### src/rtl/dma_rr_controller.sv
// Round-robin DMA engine: one shared ROM-to-RAM byte-copy datapath, NCH requesters.
module dma_rr_controller #(
  parameter int unsigned NCH = 4,
  parameter int unsigned AW  = 8,
  parameter int unsigned DW  = 8
) (
  input  logic                     clk,
  input  logic                     rst,
  input  logic [NCH-1:0]           req,
  input  logic [NCH*AW-1:0]        src_addr,
  input  logic [NCH*AW-1:0]        dst_addr,
  input  logic [NCH*8-1:0]         len,
  output logic [NCH-1:0]           ack,
  output logic [NCH-1:0]           done,
  output logic                     busy,
  output logic [$clog2(NCH)-1:0]   grant_id,
  output logic [AW-1:0]            rom_addr,
  input  logic [DW-1:0]            rom_data,
  output logic [AW-1:0]            ram_addr,
  output logic [DW-1:0]            ram_wdata,
  output logic                     ram_we
);

  localparam int unsigned IW = $clog2(NCH);

  typedef enum logic [1:0] {StIdle, StCopy, StDone} state_e;

  state_e          state_q, state_d;
  logic [IW-1:0]   rr_ptr_q, rr_ptr_d;
  logic [IW-1:0]   grant_id_q, grant_id_d;
  logic [AW-1:0]   src_q, src_d;
  logic [AW-1:0]   dst_q, dst_d;
  logic [7:0]      len_q, len_d;
  logic [7:0]      cnt_q, cnt_d;
  logic [NCH-1:0]  ack_q, ack_d;
  logic [NCH-1:0]  done_q, done_d;
  logic            ram_we_q, ram_we_d;
  logic [AW-1:0]   ram_addr_q, ram_addr_d;
  logic [DW-1:0]   ram_wdata_q, ram_wdata_d;

  logic            found;
  logic [IW-1:0]   sel;
  int unsigned     idx;

  // Arbiter: first requesting channel at or after rr_ptr, wrapping modulo NCH.
  always_comb begin
    found = 1'b0;
    sel   = '0;
    idx   = 0;
    for (int i = 0; i < NCH; i++) begin
      idx = (int'(rr_ptr_q) + i) % NCH;
      if (!found && req[idx]) begin
        found = 1'b1;
        sel   = IW'(idx);
      end
    end
  end

  // Next-state logic: grant in idle, one byte per clock in copy, completion pulse in done.
  always_comb begin
    state_d     = state_q;
    rr_ptr_d    = rr_ptr_q;
    grant_id_d  = grant_id_q;
    src_d       = src_q;
    dst_d       = dst_q;
    len_d       = len_q;
    cnt_d       = cnt_q;
    ack_d       = '0;
    done_d      = '0;
    ram_we_d    = 1'b0;
    ram_addr_d  = ram_addr_q;
    ram_wdata_d = ram_wdata_q;
    unique case (state_q)
      StIdle: begin
        if (found) begin
          src_d      = src_addr[int'(sel)*AW +: AW];
          dst_d      = dst_addr[int'(sel)*AW +: AW];
          len_d      = len[int'(sel)*8 +: 8];
          grant_id_d = sel;
          rr_ptr_d   = IW'((int'(sel) + 1) % NCH);
          ack_d[sel] = 1'b1;
          cnt_d      = 8'd0;
          state_d    = (len[int'(sel)*8 +: 8] != 8'd0) ? StCopy : StDone;
        end
      end
      StCopy: begin
        ram_we_d    = 1'b1;
        ram_addr_d  = dst_q + AW'(cnt_q);
        ram_wdata_d = rom_data;
        cnt_d       = cnt_q + 8'd1;
        if (cnt_q == len_q - 8'd1) state_d = StDone;
      end
      StDone: begin
        done_d[grant_id_q] = 1'b1;
        state_d            = StIdle;
      end
      default: state_d = StIdle;
    endcase
  end

  // State registers; reset abandons any transfer and clears every output.
  always_ff @(posedge clk or posedge rst) begin
    if (rst) begin
      state_q     <= StIdle;
      rr_ptr_q    <= '0;
      grant_id_q  <= '0;
      src_q       <= '0;
      dst_q       <= '0;
      len_q       <= '0;
      cnt_q       <= '0;
      ack_q       <= '0;
      done_q      <= '0;
      ram_we_q    <= 1'b0;
      ram_addr_q  <= '0;
      ram_wdata_q <= '0;
    end else begin
      state_q     <= state_d;
      rr_ptr_q    <= rr_ptr_d;
      grant_id_q  <= grant_id_d;
      src_q       <= src_d;
      dst_q       <= dst_d;
      len_q       <= len_d;
      cnt_q       <= cnt_d;
      ack_q       <= ack_d;
      done_q      <= done_d;
      ram_we_q    <= ram_we_d;
      ram_addr_q  <= ram_addr_d;
      ram_wdata_q <= ram_wdata_d;
    end
  end

  // Outputs: read address is combinational from latched base and count.
  always_comb begin
    ack       = ack_q;
    done      = done_q;
    busy      = (state_q != StIdle);
    grant_id  = grant_id_q;
    rom_addr  = src_q + AW'(cnt_q);
    ram_addr  = ram_addr_q;
    ram_wdata = ram_wdata_q;
    ram_we    = ram_we_q;
  end

endmodule

### config.mk
export PLATFORM = sky130hd
export DESIGN_NAME = dma_rr_controller
export DESIGN_NICKNAME = d
export VERILOG_FILES = /design/src/rtl/dma_rr_controller.sv
export SDC_FILE = /design/constraint.sdc
export NUM_CORES = 1
export LEC_CHECK = 0
export BUFFER_PORTS_ARGS = -buffer_cell sky130_fd_sc_hd__buf_2
export CAP_MARGIN = 0
export CORE_MARGIN = 2
export CORE_UTILIZATION = 45
export CTS_BUF_LIST = sky130_fd_sc_hd__clkbuf_16
export CTS_CLUSTER_SIZE = 25
export DETAILED_ROUTE_END_ITERATION = 6
export PLACE_DENSITY = 0.76
export SLEW_MARGIN = 20
export SYNTH_ARGS = -nofsm -noshare
export SYNTH_HDL_FRONTEND = slang
export SYNTH_SLANG_ARGS = --single-unit
### constraint.sdc
create_clock -name clk -period 3.3 [get_ports clk]
set_input_delay 0.66 -clock clk [delete_from_list [all_inputs] [get_ports clk]]
set_output_delay 0.66 -clock clk [all_outputs]
set_load 0.03 [all_outputs]
==> key figures, run 1 <==
Setup path
  – Worst Path Class, Setup: reg -> out
  – Crit path max fanout: 7
  – Arrival @ worst endpoint: 2.40 ns
  – RR Startpoint: rr_ptr_q[0]
  – Kind of end point of the critical path: output pin
  – Reg2reg path depth: 8
  – R2r setup slk: 0.66 ns
  – Req. time, crit path: about 2.6 ns
  – Terminus of the critical flop-to-flop path: state_q[0]
  – Element type at the critical path start: register

Outcome
  – Outcome: complete, no violations

Synth
  – Count leader, synth: nand2_1
  – Yosys cell types: 41
  – Netlist Area Pre-Place: about 4000 um2
  – Number of synthesis warnings: 0
  – Mapped Nets: 632
  – Yosys reg bits: 63
  – Top cells by area, synth: dfrtp_1 (39%), nand2_1 (14%), ha_1 (6.2%)
  – Post-synth top cells: nand2_1 (154), dfrtp_1 (63), o21ai_0 (44)
  – Number of flops mapped to enable cells by yosys: 0
  – Async SR Flop Fraction: 1.00
  – Post-Syn Instances: 500
  – Share of the synthesized area in the top cell type: 0.393
  – Yosys top cell by area: dfrtp_1
  – Sequential share of the synthesized area: 0.393
  – Main flop type after synthesis: dfrtp_1
  – Post-Syn Area per Cell: ~8.0 um2

Final layout
  – Final design instance area without fill: between 5000 and 6000 um2
  – Nets: 769
  – Fin cells: roughly 750
  – Fill cell count: a little over 800
  – Post-layout util: 0.587
  – Synth-to-layout area growth: 27.0%
  – Ant. Diodes: 0
  – Fraction of layout cells with a size suffix above 1: 0.271

Drt
  – ANT nets after route: 0
  – DRT Wirelength: 11000 um
  – Vias: 4006
  – Vias/cell: between 5 and 6
  – Drt wl/cell: between 10 and 15 um
  – DRC: 0
  – TritonRoute pass-1 iters: 4
  – Initial DRC Count: between 200 and 250

Clocking
  – Clock transition at path regs: 0.05 ns
  – CTS Buf Count: 9
  – Clock buffer depth: 2
  – Worst-Skew Late Latency: 0.33 ns
  – CTS tree: built
  – Clock root cell: clkbuf_16
  – CTS Sinks: 63
  – Post-CTS Hold Buffers: 0
  – Postcts setup bufs: 0
  – Post-CTS sizing: 0
  – CTS H-tree depth: 3

STA
  – FMAX: 327 MHz
  – Worst-margin pin slew: 0.835 ns
  – Post-route clock period utilization: 0.927
  – Min Clock Period, post-route: 3.06 ns
  – Hold Fails Final Rpt: 0
  – RSZ-0062 raised after global routing: no
  – Final setup fails: 0
  – Max Clock Skew: slightly above 0.01 ns
  – Pins Over Slew Limit: 0
  – Slew headroom: 0.443
  – TNS Setup: 0 ns

Worst hold path
  – Worst hold start: ram_wdata[0]
  – Worst min-delay path endpoint: ram_wdata[0]
  – WHS Path Cells: 2
  – Hold Crit Class: reg -> reg

Global route
  – Largest net degree at the start of global routing: 54
  – Overall routing resource usage: 0.232
  – Total gr overflow: 0
  – Initial antenna violation count: 0
  – Global-route wire length before repair: 18300 um
  – Vias in the first global route: 3894

Power and ir drop
  – Pwr Total: 0.00508 W
  – Worst VDD drop: approximately 620 uV
  – Pwr Density: 996 nW/um2
  – Leakage: 2.66 nW

Placement
  – HPWL Detailed: ~8400 um
  – Placed Area: 4810 um2
  – Placed Cells: 734
  – GP Congestion: ~0.94
  – IO buf count: 145

Die
  – Die Area: between 9000 and 10000 um2
  – Ports: approximately 150
  – Std cell rows: 34
  – Die height: 98.4 um
  – Die width: 98.4 um
  – Starting Density: 0.462
  – Core area: 8680 um2

Job
  – Max Cap Violations: 0
per-layer routing:
| layer | vias to the layer above | global-route usage | share of wire |
|---|---|---|---|
| met5 | - | 0 | 0 |
| met4 | 0 | 0.0790 | 0.023 |
| met3 | 25 | 0.0511 | 0.061 |
| met2 | 141 | 0.360 | 0.46 |
| met1 | 1859 | 0.324 | 0.45 |
| li1 | 1981 | - | - |
worst max-delay path, stage by stage (launching register included):
cell      delay [ns]
dfrtp_1         0.46
ha_1            0.22
inv_1           0.06
fa_1            0.39
inv_1           0.07
a21oi_1         0.07
o21bai_1        0.24
a21o_1          0.16
a21oi_1         0.07
xnor2_1         0.12
buf_2           0.21
cell type report:
class	count	area (um2)	area share
Timing Repair Buffer	151	771	0.151
Tap cell	108	135	0.0265
Inverter	19	71.3	0.0140
Clock buffer	9	225	0.0442
Multi-Input combinational cell	393	2260	0.444
Sequential cell	63	1580	0.309
Clock inverter	6	55.1	0.0108
cells by family (layout without fill, tap and decap cells):
group | count (synthesis) | count (layout) | synth area share
xor+xnor | 25 | 25 | 0.0546
simple gates | 225 | 225 | 0.240
compound gates | 120 | 120 | 0.194
fa+ha+maj | 22 | 22 | 0.0723
buf+inv | 44 | 185 | 0.0437
mux | 1 | 1 | 0.00281
flops | 63 | 63 | 0.393
where the power goes:
| group | internal [W] | total [W] | switching, W |
|---|---|---|---|
| combinational | 0.000949 | 0.00279 | 0.00184 |
| clock | 0.000571 | 0.000894 | 0.000323 |
| sequential | 0.00111 | 0.00139 | 0.000289 |
registers in the layout, indices dropped and copies added (netlist names):
register and cells:
ram_we 1, src_q 8, len_q 8, ram_addr 8
ack 4, ram_wdata 8, dst_q 8, done 4
rr_ptr_q 2, grant_id 2, state_q 2, cnt_q 8
cells in the final DEF (no fill, tap or decap), drive strengths merged, types with 2 or more instances in the layout:
cell / count
nand2: 155
buf: 151
dfrtp: 63
o21ai: 44
nand3: 36
ha: 20
inv: 20
a21boi: 16
xnor2: 16
a211oi: 16
a21oi: 12
o31ai: 10
nor2: 9
xor2: 9
clkbuf: 9
and3: 6
o21bai: 6
nor2b: 5
nor3: 5
o22ai: 5
a31oi: 4
a21o: 4
nand4: 3
clkinv: 3
nor3b: 2
fa: 2
nor4: 2
worst max-delay path by stage:
stage	startpoint	cells past startpoint	slack [ns]	to
detailed placement	req[1]	9	0.26	state_q[0]
CTS	cnt_q[0]	10	0.24	rom_addr[6]
floorplan	cnt_q[0]	9	0.59	rom_addr[6]
global placement	req[1]	9	0.48	state_q[0]
finish	cnt_q[0]	10	0.24	rom_addr[6]
global route	cnt_q[0]	10	0.04	rom_addr[6]
metrics by stage:
step | hold WS [ns] | setup WS [ns]
after global routing | 0.496 | 0.0446
after CTS | 0.473 | 0.236
after floorplan | 0.456 | 0.590
final | 0.467 | 0.242
after global placement | 0.451 | 0.480
after detailed placement | 0.461 | 0.257
No activity file was read; power rests on OpenSTA's default activity.
==> inputs of run 2 (changes only) <==
Settings changed: CELL_PAD_IN_SITES_DETAIL_PLACEMENT set to 1, CELL_PAD_IN_SITES_GLOBAL_PLACEMENT set to 1, CORE_UTILIZATION 45 to 38, PLACE_DENSITY 0.76 to 0.87, TNS_END_PERCENT set to 1.
==> run 2 against run 1 <==
Final area increased by 1.4%. Routed wire length increased by 16%. Worst setup slack got worse by 0.18 ns. Clock skew decreased by 0.0043 ns. Sequential power about the same. Critical endpoint is now rom_addr[7]. Largest power group unchanged. Highest routed layer unchanged.
==> key figures, run 2 (synthesized netlist as in run 1, its figures left out) <==
Outcome
  – Outcome: complete, no violations

STA
  – FMAX: approximately 310 MHz
  – Final setup fails: 0
  – Post-route clock period utilization: 0.981
  – Hold Fails Final Rpt: 0
  – Pins Over Slew Limit: 0
  – Worst hold slack: 0.210 ns
  – Slew headroom: 0.584
  – Max Clock Skew: 0.00581 ns
  – Worst-margin pin slew: 0.624 ns
  – Min Clock Period, post-route: roughly 3.2 ns

Drt
  – DRC: 0
  – DRT Wirelength: 12700 um
  – TritonRoute pass-1 iters: 4
  – Vias/cell: around 5.2
  – Vias: 4067
  – Drt wl/cell: 16.3 um
  – Initial DRC Count: about 190
  – ANT nets after route: 0

Global route
  – Initial antenna violation count: 0
  – Vias in the first global route: 4229
  – Global-route wire length before repair: 21100 um
  – Total gr overflow: 0
  – Largest net degree at the start of global routing: 50
  – Overall routing resource usage: 0.234

Final layout
  – Synth-to-layout area growth: 28.8%
  – Area of the multi-input gates: 2260 um2
  – Most common cell after layout, fill and taps aside: nand2_1
  – Final design instance area without fill: 5170 um2
  – Fraction of layout cells with a size suffix above 1: 0.272
  – Register area: 1580 um2
  – Fill cell count: 1318
  – Ant. Diodes: 0
  – Nets: 770
  – Most frequent cells in the layout: nand2_1 (154), buf_2 (144), dfrtp_1 (62)

Setup path
  – Reg2reg path depth: 8
  – CP delay by family, top: compound AO/OA/AOI/OAI gates
  – Buf/Inv on CP: 1
  – Element type at the critical path start: register
  – Kind of end point of the critical path: output pin
  – Worst path slowest cell: dfrtp_1
  – Crit. path cell count: 8
  – R2r setup slk: 0.66 ns
  – Req. time, crit path: 2.64 ns
  – Arrival @ worst endpoint: 2.58 ns
  – Critical Path End: rom_addr[7]
  – Crit path max fanout: 6
  – Terminus of the critical flop-to-flop path: state_q[0]
  – Crit-path most repeated cell: a21oi_1
  – Worst Setup SP: cnt_q[1]
  – Biggest cell delay along the critical path: around 0.46 ns
  – Worst-path cell chain: ha_1, a21o_1, a21oi_1, o21bai_1, a21oi_1, o21ai_0, xnor2_1, buf_2
  – RR Startpoint: rr_ptr_q[0]
  – Worst Path Class, Setup: reg -> out

Worst hold path
  – Hold Crit Class: in -> async

Placement
  – HPWL Detailed: 9840 um
  – Placed Area: 4860 um2
  – IO buf count: ~150
  – GP Congestion: ~0.85

Power and ir drop
  – Leakage: 2.68 nW
  – Pwr Density: 1020 nW/um2
  – Worst VDD drop: 510 uV

Die
  – Core area: 10300 um2
  – Starting Density: 0.390
  – Std cell rows: 37
  – Die width: 107 um
  – Ports: 146
  – Die Area: 11400 um2
  – Die height: 107 um

Clocking
  – CTS Sinks: 63
  – Worst-Skew Late Latency: 0.33 ns
  – CTS tree: built
  – Clock root cell: clkbuf_16
  – Post-CTS Hold Buffers: 0
  – Clock transition at path regs: 0.05 ns
  – CTS H-tree depth: 3
  – CTS Buf Count: 9
  – Clock buffer depth: 2

Job
  – Max Cap Violations: 0
-- run 2: cell count changes in the layout (fill, tap and decap cells not counted), sizes merged --
| cell | change |
|---|---|
| inv | -1 |
| clkinvlp | -1 |
| bufinv | +1 |
| clkinv | +2 |
| buf | +1 |
-- run 2: power by group --
group	switching [W]	total [W]	internal (W)
Sequential	0.000296	0.00140	0.00111
Clock	0.000332	0.000979	0.000647
Combinational	0.00192	0.00288	0.000960
-- run 2: worst min-delay path by stage --
| stage | from | end | slack (ns) | cells past startpoint |
|---|---|---|---|---|
| 5_1_grt | rst | done[3] | 0.21 | 2 |
| 6_report | rst | done[3] | 0.21 | 2 |
| 4_1_cts | rst | done[3] | 0.20 | 2 |
| 2_1_floorplan | dst_q[0] | dst_q[0] | 0.46 | 2 |
| 3_5_place_dp | ram_wdata[4] | ram_wdata[4] | 0.46 | 2 |
| 3_3_place_gp | ram_wdata[3] | ram_wdata[3] | 0.45 | 2 |
-- run 2: timing repair --
item | CTS | global route
buffers inserted | 0 | 0
resized for setup | 0 | 4
setup endpoints to repair | 0 | 1
-- run 2: layer usage --
metal  vias to the layer above  track usage  share of wire
met4                         0       0.0714          0.016
met2                       138        0.374           0.47
met5                         -            0              0
met3                        17       0.0571          0.058
li1                       1988            -              -
met1                      1924        0.315           0.46
-- run 2: layout make-up --
type	instances	area share
multi-input combinational	393	0.438
sequential	63	0.305
timing repair buffer	152	0.151
clock buffer	9	0.0436
tap	136	0.0329
clock inverter	7	0.0153
inverter	19	0.0138
-- run 2: stage by stage --
step	power (W)	cells	util	setup TNS [ns]	setup slack, ns
finish	0.00526	779	0.503	0	0.0625
CTS	0.00526	779	0.502	0	0.0440
global placement	0.00411	763	0.473	0	0.486
global route	0.00568	779	0.503	-0.0399	-0.0399
detailed placement	0.00426	763	0.473	0	0.282
floorplan	0.00341	500	-	0	0.590
==> inputs of run 3 (changes only) <==
Clock period 3.3 ns to 4.1 ns, I/O delays scaled along.
==> run 3 against run 2 <==
Sequential cell count did not move. Global-route usage fell by 0.061 points. Cell count fell by 0.39%. Routed wire length rose by 0.89%. Combinational power fell by 21%. Register-to-register slack improved by 0.42 ns. Non-clock buffer count fell by 3. Final area fell by 0.41%. Worst setup slack improved by 0.55 ns.
==> key figures, run 3 (synthesized netlist as in run 1, its figures left out) <==
Worst hold path
  – Worst hold start: ram_wdata[3]
  – Hold Crit Class: reg -> reg

Power and ir drop
  – Switching Share: 0.486
  – Worst VDD drop: 297 uV
  – Flop pwr share: 0.268
  – Clk network pwr share: 0.191
  – Pwr Density: 819 nW/um2
  – Internal: roughly 0.0022 W
  – Pwr Total: 0.00422 W
  – Combinational share of power: 0.541
  – Leakage: 2.67 nW
  – P_sw: between 0.002 and 0.0025 W

STA
  – Hold Fails Final Rpt: 0
  – Final setup fails: 0
  – Pins Over Slew Limit: 0
  – RSZ-0062 raised after global routing: no
  – Post-route clock period utilization: 0.849
  – Max Clock Skew: 0.00837 ns
  – Worst-margin pin slew: 0.955 ns
  – Slew headroom: 0.362
  – Min Clock Period, post-route: about 3.5 ns
  – FMAX: 287 MHz
  – TNS Setup: 0 ns

Global route
  – Total gr overflow: 0
  – Vias in the first global route: 4310
  – Largest net degree at the start of global routing: 51
  – Global-route wire length before repair: 21000 um
  – Overall routing resource usage: 0.234
  – Initial antenna violation count: 0

Drt
  – Met3 WL: 736 um
  – TritonRoute pass-1 iters: 4
  – Vias: 4059
  – Drt wl/cell: approximately 16 um
  – Initial DRC Count: 187
  – Met2 WL: around 6000 um
  – WL met1: 5830 um
  – DRC: 0
  – DRT Wirelength: 12800 um
  – Top Layer Used: met4
  – ANT nets after route: 0
  – Vias/cell: 5.23

Die
  – Die width: about 110 um
  – Die height: around 110 um
  – Core area: 10300 um2
  – Std cell rows: 37
  – Starting Density: 0.390
  – Die Area: around 11000 um2
  – Ports: 146

Setup path
  – Req. time, crit path: 3.28 ns
  – Crit path max fanout: 7
  – Critical Path End: rom_addr[6]
  – Worst Path Class, Setup: reg -> out
  – Terminus of the critical flop-to-flop path: state_q[0]
  – Kind of end point of the critical path: output pin
  – Element type at the critical path start: register
  – Worst Setup SP: cnt_q[0]
  – R2r setup slk: 1.08 ns
  – Arrival @ worst endpoint: 2.66 ns
  – Reg2reg path depth: 8
  – RR Startpoint: rr_ptr_q[1]

Clocking
  – CTS H-tree depth: 3
  – CTS tree: built
  – Postcts setup bufs: 0
  – Clock buffer depth: 2
  – Clock transition at path regs: 0.05 ns
  – Clock root cell: clkbuf_16
  – Post-CTS Hold Buffers: 0
  – CTS Buf Count: 9
  – Post-CTS sizing: 0
  – Worst-Skew Late Latency: 0.34 ns
  – CTS Sinks: 63

Final layout
  – Most frequent cells in the layout: nand2_1 (154), buf_2 (145), dfrtp_1 (63)
  – Nets: between 700 and 800
  – Ant. Diodes: 0
  – Post-layout util: 0.501
  – Synth-to-layout area growth: 28.3%
  – Final design instance area without fill: about 5000 um2
  – Fraction of layout cells with a size suffix above 1: 0.273
  – Most common cell after layout, fill and taps aside: nand2_1

Job
  – Max Cap Violations: 0

Outcome
  – Outcome: complete, no violations

Placement
  – IO buf count: 145
  – HPWL Detailed: 9690 um
  – GP Congestion: 0.869
  – Placed Area: around 4800 um2
[run 3: worst min path at each step]
stage,end,slack [ns],cells past startpoint
2_1_floorplan,dst_q[0],0.46,2
3_3_place_gp,ram_wdata[5],0.45,2
3_5_place_dp,ram_wdata[3],0.46,2
4_1_cts,ram_wdata[3],0.47,2
5_1_grt,ram_wdata[2],0.51,2
6_report,ram_wdata[3],0.47,2
[run 3: final cells by class]
type | instances | area, um2
Multi-Input combinational cell | 393 | 2260
Fill cell | 1324 | 5130
Inverter | 19 | 71.3
Clock buffer | 9 | 225
Sequential cell | 63 | 1580
Tap cell | 136 | 170
Clock inverter | 7 | 87.6
Timing Repair Buffer | 149 | 756
[run 3: routing by layer]
metal  vias to the layer above  global-route usage
li1                       1986                   -
met1                      1912               0.303
met2                       143               0.389
met3                        18              0.0547
met4                         0              0.0696
met5                         -                   0
[run 3: power by group through the flow]
| stage | logic [W] | clock network [W] | registers [W] |
|---|---|---|---|
| final | 0.00228 | 0.000805 | 0.00113 |
| after CTS | 0.00230 | 0.000826 | 0.00113 |
| after global placement | 0.00216 | 0 | 0.00111 |
| after detailed placement | 0.00228 | 0 | 0.00114 |
| after floorplan | 0.00148 | 0 | 0.00126 |
| after global routing | 0.00255 | 0.000854 | 0.00117 |
[run 3: metrics by stage]
step           hold WS, ns  cells  worst slack (ns)
4_1_cts              0.472    776             0.601
3_5_place_dp         0.459    760             0.557
3_3_place_gp         0.452    760             0.756
6_report             0.468    776             0.617
5_1_grt              0.513    776             0.487
2_1_floorplan        0.456    500              1.23
[run 3: critical path, stage by stage (launching register included)]
cell and delay, ns:
dfrtp_1 0.52, ha_1 0.24, inv_1 0.06, fa_1 0.39, inv_1 0.07, a21oi_1 0.06
o21bai_1 0.20, a21o_1 0.15, a21oi_1 0.09, xnor2_1 0.28, buf_2 0.26
